File: src/rtl/mem_port_arbiter_pkg.sv
// mem_port_arbiter_pkg
// Shared constants for the memory port arbiter and its neighbours:
// exception code width and values reported back to requesters, and the
// access width codes carried on the router port.
package mem_port_arbiter_pkg;

   localparam int EXCEPTION_LEN = 4;

   localparam logic [EXCEPTION_LEN-1:0] EXCEP_OK                = 4'd0;
   localparam logic [EXCEPTION_LEN-1:0] EXCEP_INVALID_MEM_READ  = 4'd5;
   localparam logic [EXCEPTION_LEN-1:0] EXCEP_INVALID_MEM_WRITE = 4'd7;

   localparam logic [1:0] MEM_WIDTH_BYTE = 2'd0;
   localparam logic [1:0] MEM_WIDTH_HALF = 2'd1;
   localparam logic [1:0] MEM_WIDTH_WORD = 2'd2;

endpackage

File: src/rtl/mem_port_arbiter_rr_pick.sv
// rr_pick
// Purely combinational round-robin picker. Starting one position after
// 'last' (wrapping modulo N), it selects the first set bit of 'eligible'.
// Ports:
//   eligible  in   N       candidate vector
//   last      in   IW      index of the most recently served candidate
//   grant     out  N       one-hot winner (all zero when none eligible)
//   index     out  IW      binary index of the winner
//   any       out  1       a winner exists
module rr_pick #(
   parameter int N = 3,
   localparam int IW = (N > 1) ? $clog2(N) : 1
) (
   input  logic [N-1:0]  eligible,
   input  logic [IW-1:0] last,
   output logic [N-1:0]  grant,
   output logic [IW-1:0] index,
   output logic          any
);

   logic [IW-1:0] pos;

   // Walk the N positions in priority order; the first eligible one wins
   // and later positions are ignored once 'any' is set.
   always_comb begin
      grant = '0;
      index = '0;
      any   = 1'b0;
      pos   = '0;
      for (int k = 1; k <= N; k++) begin
         pos = IW'((int'(last) + k) % N);
         if (!any && eligible[pos]) begin
            grant[pos] = 1'b1;
            index      = pos;
            any        = 1'b1;
         end
      end
   end

endmodule

File: src/rtl/mem_port_arbiter.sv
// mem_port_arbiter
// Shares router port B among N_REQ requesters with round-robin arbitration.
// A winning request is latched and driven to the router for exactly one
// transaction, which ends on router finish, router exception or timeout.
// The owner then receives a one-cycle done pulse with data and exception.
// Ports:
//   clk, rst                 clock, synchronous active-high reset
//   req_*_In                 packed per-requester request fields
//   grant_Out                one-hot owner of the current transaction
//   req_done_Out             one-cycle completion pulse to the owner
//   req_data_Out/exception   completion result, valid with done
//   m_*_Out                  request fields towards the router
//   m_operationOK_In, m_data_In, m_exception_In   router response
module mem_port_arbiter
   import mem_port_arbiter_pkg::*;
#(
   parameter int N_REQ   = 3,
   parameter int TIMEOUT = 255
) (
   input  logic                     clk,
   input  logic                     rst,
   input  logic [N_REQ-1:0]         req_valid_In,
   input  logic [N_REQ*32-1:0]      req_addr_In,
   input  logic [N_REQ*32-1:0]      req_data_In,
   input  logic [N_REQ*2-1:0]       req_dataWidth_In,
   input  logic [N_REQ-1:0]         req_isRead_In,
   output logic [N_REQ-1:0]         grant_Out,
   output logic [N_REQ-1:0]         req_done_Out,
   output logic [31:0]              req_data_Out,
   output logic [EXCEPTION_LEN-1:0] req_exception_Out,
   output logic [31:0]              m_addr_Out,
   output logic [31:0]              m_data_Out,
   output logic [1:0]               m_dataWidth_Out,
   output logic                     m_isRead_Out,
   output logic                     m_inputValid_Out,
   input  logic                     m_operationOK_In,
   input  logic [31:0]              m_data_In,
   input  logic [EXCEPTION_LEN-1:0] m_exception_In
);

   localparam int IW = $clog2(N_REQ);

   typedef enum logic [1:0] {
      IDLE    = 2'd0,
      BUSY    = 2'd1,
      RELEASE = 2'd2
   } state_t;

   state_t                   state;
   logic [IW-1:0]            last;
   logic [IW-1:0]            owner;
   logic [N_REQ-1:0]         mask;
   logic [7:0]               busy_cnt;
   logic [7:0]               cnt_next;

   logic [N_REQ-1:0]         eligible;
   logic [N_REQ-1:0]         pick_grant;
   logic [IW-1:0]            pick_index;
   logic                     pick_any;

   logic [31:0]              sel_addr;
   logic [31:0]              sel_data;
   logic [1:0]               sel_width;
   logic                     sel_read;

   logic                     finish;
   logic [31:0]              fin_data;
   logic [EXCEPTION_LEN-1:0] fin_exc;

   // The requester completed in the previous cycle sits out one IDLE cycle.
   assign eligible = req_valid_In & ~mask;
   assign cnt_next = busy_cnt + 8'd1;

   rr_pick #(.N(N_REQ)) u_pick (
      .eligible (eligible),
      .last     (last),
      .grant    (pick_grant),
      .index    (pick_index),
      .any      (pick_any)
   );

   // One-hot mux of the winning requester's fields.
   always_comb begin
      sel_addr  = '0;
      sel_data  = '0;
      sel_width = '0;
      sel_read  = 1'b0;
      for (int i = 0; i < N_REQ; i++) begin
         if (pick_grant[i]) begin
            sel_addr  = req_addr_In[32*i +: 32];
            sel_data  = req_data_In[32*i +: 32];
            sel_width = req_dataWidth_In[2*i +: 2];
            sel_read  = req_isRead_In[i];
         end
      end
   end

   // Completion conditions while BUSY: router exception beats router finish,
   // which beats the timeout. busy_cnt counts BUSY cycles already spent, so
   // cnt_next is the count including the current cycle.
   always_comb begin
      finish   = 1'b0;
      fin_data = '0;
      fin_exc  = EXCEP_OK;
      if (m_exception_In != EXCEP_OK) begin
         finish  = 1'b1;
         fin_exc = m_exception_In;
      end else if (m_operationOK_In) begin
         finish   = 1'b1;
         fin_data = m_data_In;
      end else if (cnt_next == 8'(TIMEOUT)) begin
         finish  = 1'b1;
         fin_exc = m_isRead_Out ? EXCEP_INVALID_MEM_READ : EXCEP_INVALID_MEM_WRITE;
      end
   end

   // Arbitration FSM with registered outputs. 'last' starts at N_REQ-1 so
   // requester 0 has first priority; it is updated when the transaction
   // completes, which is only observed once the FSM is back in IDLE.
   always_ff @(posedge clk) begin
      if (rst) begin
         state             <= IDLE;
         last              <= IW'(N_REQ - 1);
         owner             <= '0;
         mask              <= '0;
         busy_cnt          <= '0;
         grant_Out         <= '0;
         req_done_Out      <= '0;
         req_data_Out      <= '0;
         req_exception_Out <= EXCEP_OK;
         m_addr_Out        <= '0;
         m_data_Out        <= '0;
         m_dataWidth_Out   <= '0;
         m_isRead_Out      <= 1'b0;
         m_inputValid_Out  <= 1'b0;
      end else begin
         case (state)
            IDLE: begin
               mask <= '0;
               if (pick_any) begin
                  m_addr_Out       <= sel_addr;
                  m_data_Out       <= sel_data;
                  m_dataWidth_Out  <= sel_width;
                  m_isRead_Out     <= sel_read;
                  m_inputValid_Out <= 1'b1;
                  owner            <= pick_index;
                  grant_Out        <= pick_grant;
                  busy_cnt         <= '0;
                  state            <= BUSY;
               end
            end
            BUSY: begin
               busy_cnt <= cnt_next;
               if (finish) begin
                  m_inputValid_Out  <= 1'b0;
                  req_done_Out      <= grant_Out;
                  req_data_Out      <= fin_data;
                  req_exception_Out <= fin_exc;
                  last              <= owner;
                  state             <= RELEASE;
               end
            end
            RELEASE: begin
               req_done_Out <= '0;
               mask         <= grant_Out;
               grant_Out    <= '0;
               state        <= IDLE;
            end
            default: state <= IDLE;
         endcase
      end
   end

endmodule

File: config.mk
export PLATFORM = sky130hd
export DESIGN_NAME = mem_port_arbiter
export DESIGN_NICKNAME = d
export VERILOG_FILES = /design/src/rtl/mem_port_arbiter_pkg.sv /design/src/rtl/mem_port_arbiter_rr_pick.sv /design/src/rtl/mem_port_arbiter.sv
export SDC_FILE = /design/constraint.sdc
export NUM_CORES = 1
export LEC_CHECK = 0
export CAP_MARGIN = 20
export CELL_PAD_IN_SITES_DETAIL_PLACEMENT = 1
export CELL_PAD_IN_SITES_GLOBAL_PLACEMENT = 2
export CORE_AREA = 2 2 172 174
export DETAILED_ROUTE_END_ITERATION = 8
export DIE_AREA = 0 0 174 176
export HOLD_SLACK_MARGIN = 0.15
export PLACE_DENSITY = 0.81
export SYNTH_ARGS = -nofsm -noshare
export SYNTH_HDL_FRONTEND = slang
export SYNTH_SLANG_ARGS = --single-unit
File: constraint.sdc
create_clock -name clk -period 5.1 [get_ports clk]
set_input_delay 0.765 -clock clk [delete_from_list [all_inputs] [get_ports clk]]
set_output_delay 0.765 -clock clk [all_outputs]
set_load 0.05 [all_outputs]
==> impl_metrics.env, run 1 <==
export IMPL_status="completed"
export IMPL_cts_tree="yes"
export IMPL_die_y_um=176
export IMPL_wl_per_cell_um=19.6
export IMPL_max_freq_mhz=279
export IMPL_dr_pass1_iters=4
export IMPL_min_path_type="register to register"
export IMPL_cp_num_buf_inv=3
export IMPL_avgSynthCellArea_sq_um=8.97
export IMPL_yosysTopAreaCell="dfxtp_1"
export IMPL_drcViolationCount=0
export IMPL_crit_reg2reg_launch="last[0]"
export IMPL_leakagePower_nw=3.92
export IMPL_finalSetupTns_ns=0
export IMPL_max_slew_worst_pin_slew_ns=0.920
export IMPL_die_area_sq_um=30600
export IMPL_gp_congestion=0.767
export IMPL_synth_async_reset_ratio=0
export IMPL_synth_top_flop_cell="dfxtp_1"
export IMPL_rsz0062_at_grt="no"
export IMPL_hold_viol=0
export IMPL_peakVddDrop_v=0.000204
export IMPL_min_delay_worst_endpoint="m_addr_Out[8]"
export IMPL_core_sq_um=28500
export IMPL_place_inst=1405
export IMPL_drt_iter0_drc=266
export IMPL_syn_inst=732
export IMPL_place_ws_ns=1.14
export IMPL_num_vias=7122
export IMPL_cp_slowest_cell="buf_4"
export IMPL_ys_warnings_count=0
export IMPL_h_tree_depth=4
export IMPL_fin_crit_ns=3.58
export IMPL_rr_endpoint="m_data_Out[3]"
export IMPL_critPathRequiredTime_ns=5.40
export IMPL_path_delay_family="buffers and inverters"
export IMPL_finalPower_w=0.00428
export IMPL_setup_violations=0
export IMPL_grt_pass1_vias=7560
export IMPL_crit_chain="inv_1 > ha_1 > nor2b_1 > a31oi_1 > a21oi_4 > buf_4 > or2_2 > buf_4 > o311ai_0 > a32o_1"
export IMPL_reg2reg_depth=10
export IMPL_grt_usage=0.181
export IMPL_io_pins=353
export IMPL_cp_common_cell="buf_4"
export IMPL_placed_area_sq_um=10300
export IMPL_grt_overflow=0
export IMPL_power_frac_seq=0.289
export IMPL_cts_buffers=17
export IMPL_slowest_delay_ns=0.57
export IMPL_critPathLaunchType="register"
export IMPL_switching_share=0.406
export IMPL_grt_start_max_net_pins=101
export IMPL_portBuffers=352
export IMPL_hpwl_um=19700
export IMPL_synth_area_sq_um=6570
export IMPL_synth_seq_cells=127
export IMPL_power_switching_w=0.00174
export IMPL_fin_ws_ns=1.52
export IMPL_drive_above_1_share=0.123
export IMPL_clkSinkCount=127
export IMPL_die_w_um=174
export IMPL_slew_headroom=0.386
export IMPL_powerDensity_nw_per_um2=392
export IMPL_synth_nets=981
export IMPL_n_fill_cell=3338
export IMPL_maxSlewViolCount=0
export IMPL_root_buffer="clkbuf_16"
export IMPL_netlist_area_leader_share=0.387
export IMPL_synth_area_leaders="dfxtp_1 39%, a32o_1 10%, o311ai_1 6.7%, or2_2 6.4%, o21ai_0 5.9%"
export IMPL_finalInstanceArea_sq_um=10900
export IMPL_insertion_delay_ns=0.42
export IMPL_postCtsHoldBufs=0
export IMPL_instances_no_fill=1437
export IMPL_clkTransAtPathRegs_ns=0.07
export IMPL_worstHoldStart="m_addr_Out[8]"
export IMPL_synth_edff_count=0
export IMPL_yosysUniqueCellTypes=53
export IMPL_max_clock_path_buffers=2
export IMPL_worstPathArrival_ns=3.89
export IMPL_maxCapViolCount=0
export IMPL_ant_nets=0
export IMPL_rows=62
export IMPL_comb_power_share=0.421
export IMPL_fin_crit_sh=0.702
export IMPL_clkPwrFrac=0.290
export IMPL_ys_seq_area_frac=0.387
export IMPL_cts_setup_buffers=0
export IMPL_holdPathStages=1
export IMPL_endpoint_kind="register"
export IMPL_cts_resized=0
export IMPL_initial_utilization=0.230
export IMPL_diodes=0
export IMPL_drt_wl_total_um=28200
export IMPL_clock_skew_final_ns=0.0144
export IMPL_nNetsFinal=1289
export IMPL_critPathKind="register to register"
export IMPL_viasPerCell=4.96
export IMPL_antenna_found_initial=0
export IMPL_reg2reg_slack_ns=1.52
export IMPL_syn_to_final_growth_pct=66.1
export IMPL_cp_max_fo=68
export IMPL_grt_pass1_wl_um=43500
export IMPL_p_int_w=0.00254
-- sequential cells by signal, indices dropped and copies added (netlist names) --
signal	count
m_dataWidth_Out	2
req_exception_Out	4
m_addr_Out	32
owner	2
mask	3
last	2
req_done_Out	3
m_isRead_Out	1
m_data_Out	32
grant_Out	3
busy_cnt	8
m_inputValid_Out	1
state	2
req_data_Out	32
-- logic make-up (layout without fill, tap and decap cells) --
family                   after synthesis  count (layout)  share of synthesized area
buffers and inverters                154             475                      0.107
XOR/XNOR                               3               3                    0.00400
adder cells (fa/ha/maj)                6               6                     0.0114
AO/OA/AOI/OAI                        294             294                      0.355
AND/OR/NAND/NOR                      148             148                      0.135
flip-flops                           127             127                      0.387
-- worst register-to-register path, cell delays in order (launching register included) --
cell      delay [ns]
dfxtp_1         0.39
inv_1           0.09
ha_1            0.49
nor2b_1         0.27
a31oi_1         0.11
a21oi_4         0.19
buf_4           0.57
or2_2           0.52
buf_4           0.36
o311ai_0        0.18
a32o_1          0.29
-- final cells by class --
type | instances | area, sq um | share of cell area
clock inverters | 14 | 150 | 0.0138
well taps | 384 | 480 | 0.0441
multi-input cells | 451 | 3350 | 0.307
flip-flops and latches | 127 | 2540 | 0.233
inverters | 78 | 293 | 0.0268
repair buffers | 365 | 3650 | 0.335
clock buffers | 18 | 439 | 0.0403
-- how the worst max path moves through the flow --
stage                          end            start  cells past startpoint
floorplan           m_addr_Out[10]          last[0]                     10
global placement     m_data_Out[4]  req_valid_In[0]                      8
detailed placement   m_data_Out[4]  req_valid_In[1]                      8
CTS                  m_data_Out[3]          last[0]                     10
global route         m_data_Out[2]          last[0]                     10
finish               m_data_Out[3]          last[0]                     10
-- metal layers --
metal | share of wire | vias up | routed length, um | track usage
met5 | 0 | - | 0 | 0
met4 | 0.0089 | 0 | 250 | 0.0389
met3 | 0.094 | 15 | 2650 | 0.0668
met2 | 0.49 | 302 | 13700 | 0.319
met1 | 0.41 | 3441 | 11500 | 0.209
li1 | - | 3364 | - | -
-- power groups by stage --
stage          Clock, W  Sequential (W)  Combinational (W)
3_5_place_dp          0         0.00126            0.00182
2_1_floorplan         0         0.00172           0.000678
5_1_grt         0.00132         0.00125            0.00192
4_1_cts         0.00128         0.00124            0.00183
6_report        0.00124         0.00123            0.00180
3_3_place_gp          0         0.00125            0.00180
-- synthesized netlist by cell type, types with 2 or more instances --
cell type and number:
nand2b_1 5, o221a_2 2, ha_1 6, a22o_1 32
nor4b_1 3, o311ai_1 50, nor2b_1 9, a21oi_1 25
a311oi_1 4, o311ai_0 17, o21ai_0 77, clkbuf_1 40
buf_2 17, buf_4 9, nor3_1 9, buf_6 7
a32o_1 67, nor2_1 17, nand2_1 15, xor2_1 2
nand3_1 10, a31oi_1 6, dfxtp_1 127, or2_2 67
or3_1 2, inv_1 78, clkbuf_4 2, o22a_1 2
-- through the flow --
stage / hold slack, ns / utilization
final: 0.465 / 0.382
after global routing: 0.488 / 0.382
after CTS: 0.470 / 0.382
after detailed placement: 0.457 / 0.361
after global placement: 0.447 / 0.360
after floorplan: 0.437 / -
-- cells in the final DEF (no fill, tap or decap), types with 3 or more instances in the layout --
cell	count
a21oi_1	24
a22o_1	32
a311oi_1	4
a31oi_1	6
a32o_1	67
buf_4	11
clkbuf_16	17
clkdlybuf4s50_1	352
clkinvlp_4	3
dfxtp_1	127
ha_1	6
inv_1	78
inv_6	6
nand2_1	15
nand2b_1	5
nand3_1	10
nor2_1	17
nor2b_1	9
nor3_1	9
nor4b_1	3
o21ai_0	77
o311ai_0	17
o311ai_1	50
or2_2	68
No activity file was read; power rests on OpenSTA's default activity.
==> run 2, diff against run 1 <==
CORE_AREA = 2 2 176 178   (was 2 2 172 174)
DIE_AREA = 0 0 178 180   (was 0 0 174 176)
PLACE_DENSITY = 0.78   (was 0.81)
clock period = 3.5 ns   (was 5.1 ns; I/O delays follow)
==> impl_metrics.env, run 2 (synthesis results as in run 1) <==
export IMPL_io_pins=353
export IMPL_clkSinkCount=127
export IMPL_cp_slowest_cell="ha_1"
export IMPL_drt_wl_total_um=28600
export IMPL_status="completed"
export IMPL_worstHoldStart="owner[1]"
export IMPL_syn_to_final_growth_pct=69.6
export IMPL_cp_max_fo=18
export IMPL_hpwl_um=20600
export IMPL_wl_per_cell_um=19.5
export IMPL_die_w_um=178
export IMPL_max_clock_path_buffers=2
export IMPL_multiInputGateArea_sq_um=3350
export IMPL_final_cell_mix="352 x clkdlybuf4s50_1, 127 x dfxtp_1, 78 x inv_1"
export IMPL_antenna_found_initial=2
export IMPL_cts_tree="yes"
export IMPL_die_y_um=180
export IMPL_instances_no_fill=1465
export IMPL_postCtsHoldBufs=0
export IMPL_grt_pass1_vias=7383
export IMPL_die_area_sq_um=32000
export IMPL_path_delay_family="simple AND/OR/NAND/NOR gates"
export IMPL_insertion_delay_ns=0.43
export IMPL_drcViolationCount=0
export IMPL_peakVddDrop_v=0.000319
export IMPL_cp_depth=9
export IMPL_critPathRequiredTime_ns=3.82
export IMPL_nNetsFinal=1303
export IMPL_setup_violations=0
export IMPL_cp_num_buf_inv=2
export IMPL_grt_pass1_wl_um=43300
export IMPL_leakagePower_nw=4.03
export IMPL_drive_above_1_share=0.135
export IMPL_clkTransAtPathRegs_ns=0.07
export IMPL_h_tree_depth=4
export IMPL_final_core_util=0.369
export IMPL_highest_layer="met4"
export IMPL_startpoint="last[0]"
export IMPL_endpoint_kind="register"
export IMPL_gp_congestion=0.749
export IMPL_finalInstanceArea_sq_um=11100
export IMPL_hold_viol=0
export IMPL_ant_nets=0
export IMPL_final_common_cell="clkdlybuf4s50_1"
export IMPL_regArea_sq_um=2540
export IMPL_n_fill_cell=3463
export IMPL_max_freq_mhz=323
export IMPL_initial_utilization=0.218
export IMPL_place_inst=1431
export IMPL_slowest_delay_ns=0.44
export IMPL_min_path_type="register to register"
export IMPL_crit_reg2reg_launch="last[0]"
export IMPL_clock_skew_final_ns=0.0101
export IMPL_fin_crit_ns=3.09
export IMPL_reg2reg_depth=9
export IMPL_dr_pass1_iters=4
export IMPL_drt_iter0_drc=272
export IMPL_critPathKind="register to register"
export IMPL_grt_overflow=0
export IMPL_cts_buffers=17
export IMPL_powerDensity_nw_per_um2=581
export IMPL_finalSetupTns_ns=0
export IMPL_num_vias=7127
export IMPL_placed_area_sq_um=10500
export IMPL_viasPerCell=4.86
export IMPL_portBuffers=352
export IMPL_finalPower_w=0.00647
export IMPL_core_sq_um=30200
export IMPL_cts_setup_buffers=0
export IMPL_biggestRegsByFlops="m_addr_Out (32), m_data_Out (32), req_data_Out (32)"
export IMPL_routedLengthMet1_um=11400
export IMPL_rsz0062_at_grt="no"
export IMPL_cts_resized=0
export IMPL_crit_chain="inv_1 > ha_1 > nor2b_1 > a22o_2 > nor4b_4 > or2_2 > buf_4 > o311ai_0 > a32o_1"
export IMPL_grt_start_max_net_pins=68
export IMPL_critPathLaunchType="register"
export IMPL_max_slew_worst_pin_slew_ns=0.924
export IMPL_maxSlewViolCount=0
export IMPL_grt_usage=0.175
export IMPL_holdPathStages=2
export IMPL_rows=64
export IMPL_worstPathArrival_ns=3.41
export IMPL_wl_met3_um=3000
export IMPL_maxCapViolCount=0
export IMPL_fin_crit_sh=0.884
export IMPL_routed_wl_met2_um=13900
export IMPL_root_buffer="clkbuf_16"
export IMPL_slew_headroom=0.384
## run 2: worst register-to-register path, cell delays in order, from the launching register on
cell and delay, ns:
dfxtp_1 0.40, inv_1 0.08, ha_1 0.44, nor2b_1 0.22
a22o_2 0.32, nor4b_4 0.31, or2_2 0.40, buf_4 0.35
o311ai_0 0.19, a32o_1 0.27
## run 2: final timing paths
path / to / slack, ns
hold reg to reg: owner[1] / 0.46
hold / removal: owner[1] / 0.46
setup / recovery: m_dataWidth_Out[0] / 0.41
setup reg to reg: m_dataWidth_Out[0] / 0.41
## run 2: final cells by class
class / instances / share of cell area
Multi-Input combinational cell: 451 / 0.300
Sequential cell: 127 / 0.228
Clock inverter: 13 / 0.0158
Antenna cell: 2 / 0.000449
Tap cell: 396 / 0.0445
Clock buffer: 19 / 0.0407
Timing Repair Buffer: 379 / 0.344
Inverter: 78 / 0.0263
## run 2: layer usage
layer | global-route usage | vias up
met5 | 0 | -
met2 | 0.302 | 294
met4 | 0.0449 | 0
met3 | 0.0772 | 25
li1 | - | 3405
met1 | 0.196 | 3403
## run 2: through the flow
step	setup slack, ns	hold slack [ns]
6_report	0.406	0.459
5_1_grt	0.207	0.478
4_1_cts	0.378	0.461
3_5_place_dp	0.222	0.449
3_3_place_gp	0.373	0.446
2_1_floorplan	0.937	0.437
## run 2: report_power, final
group | total, W | switching, W | internal [W]
combinational | 0.00275 | 0.00164 | 0.00111
clock | 0.00193 | 0.000754 | 0.00118
sequential | 0.00180 | 0.000131 | 0.00167
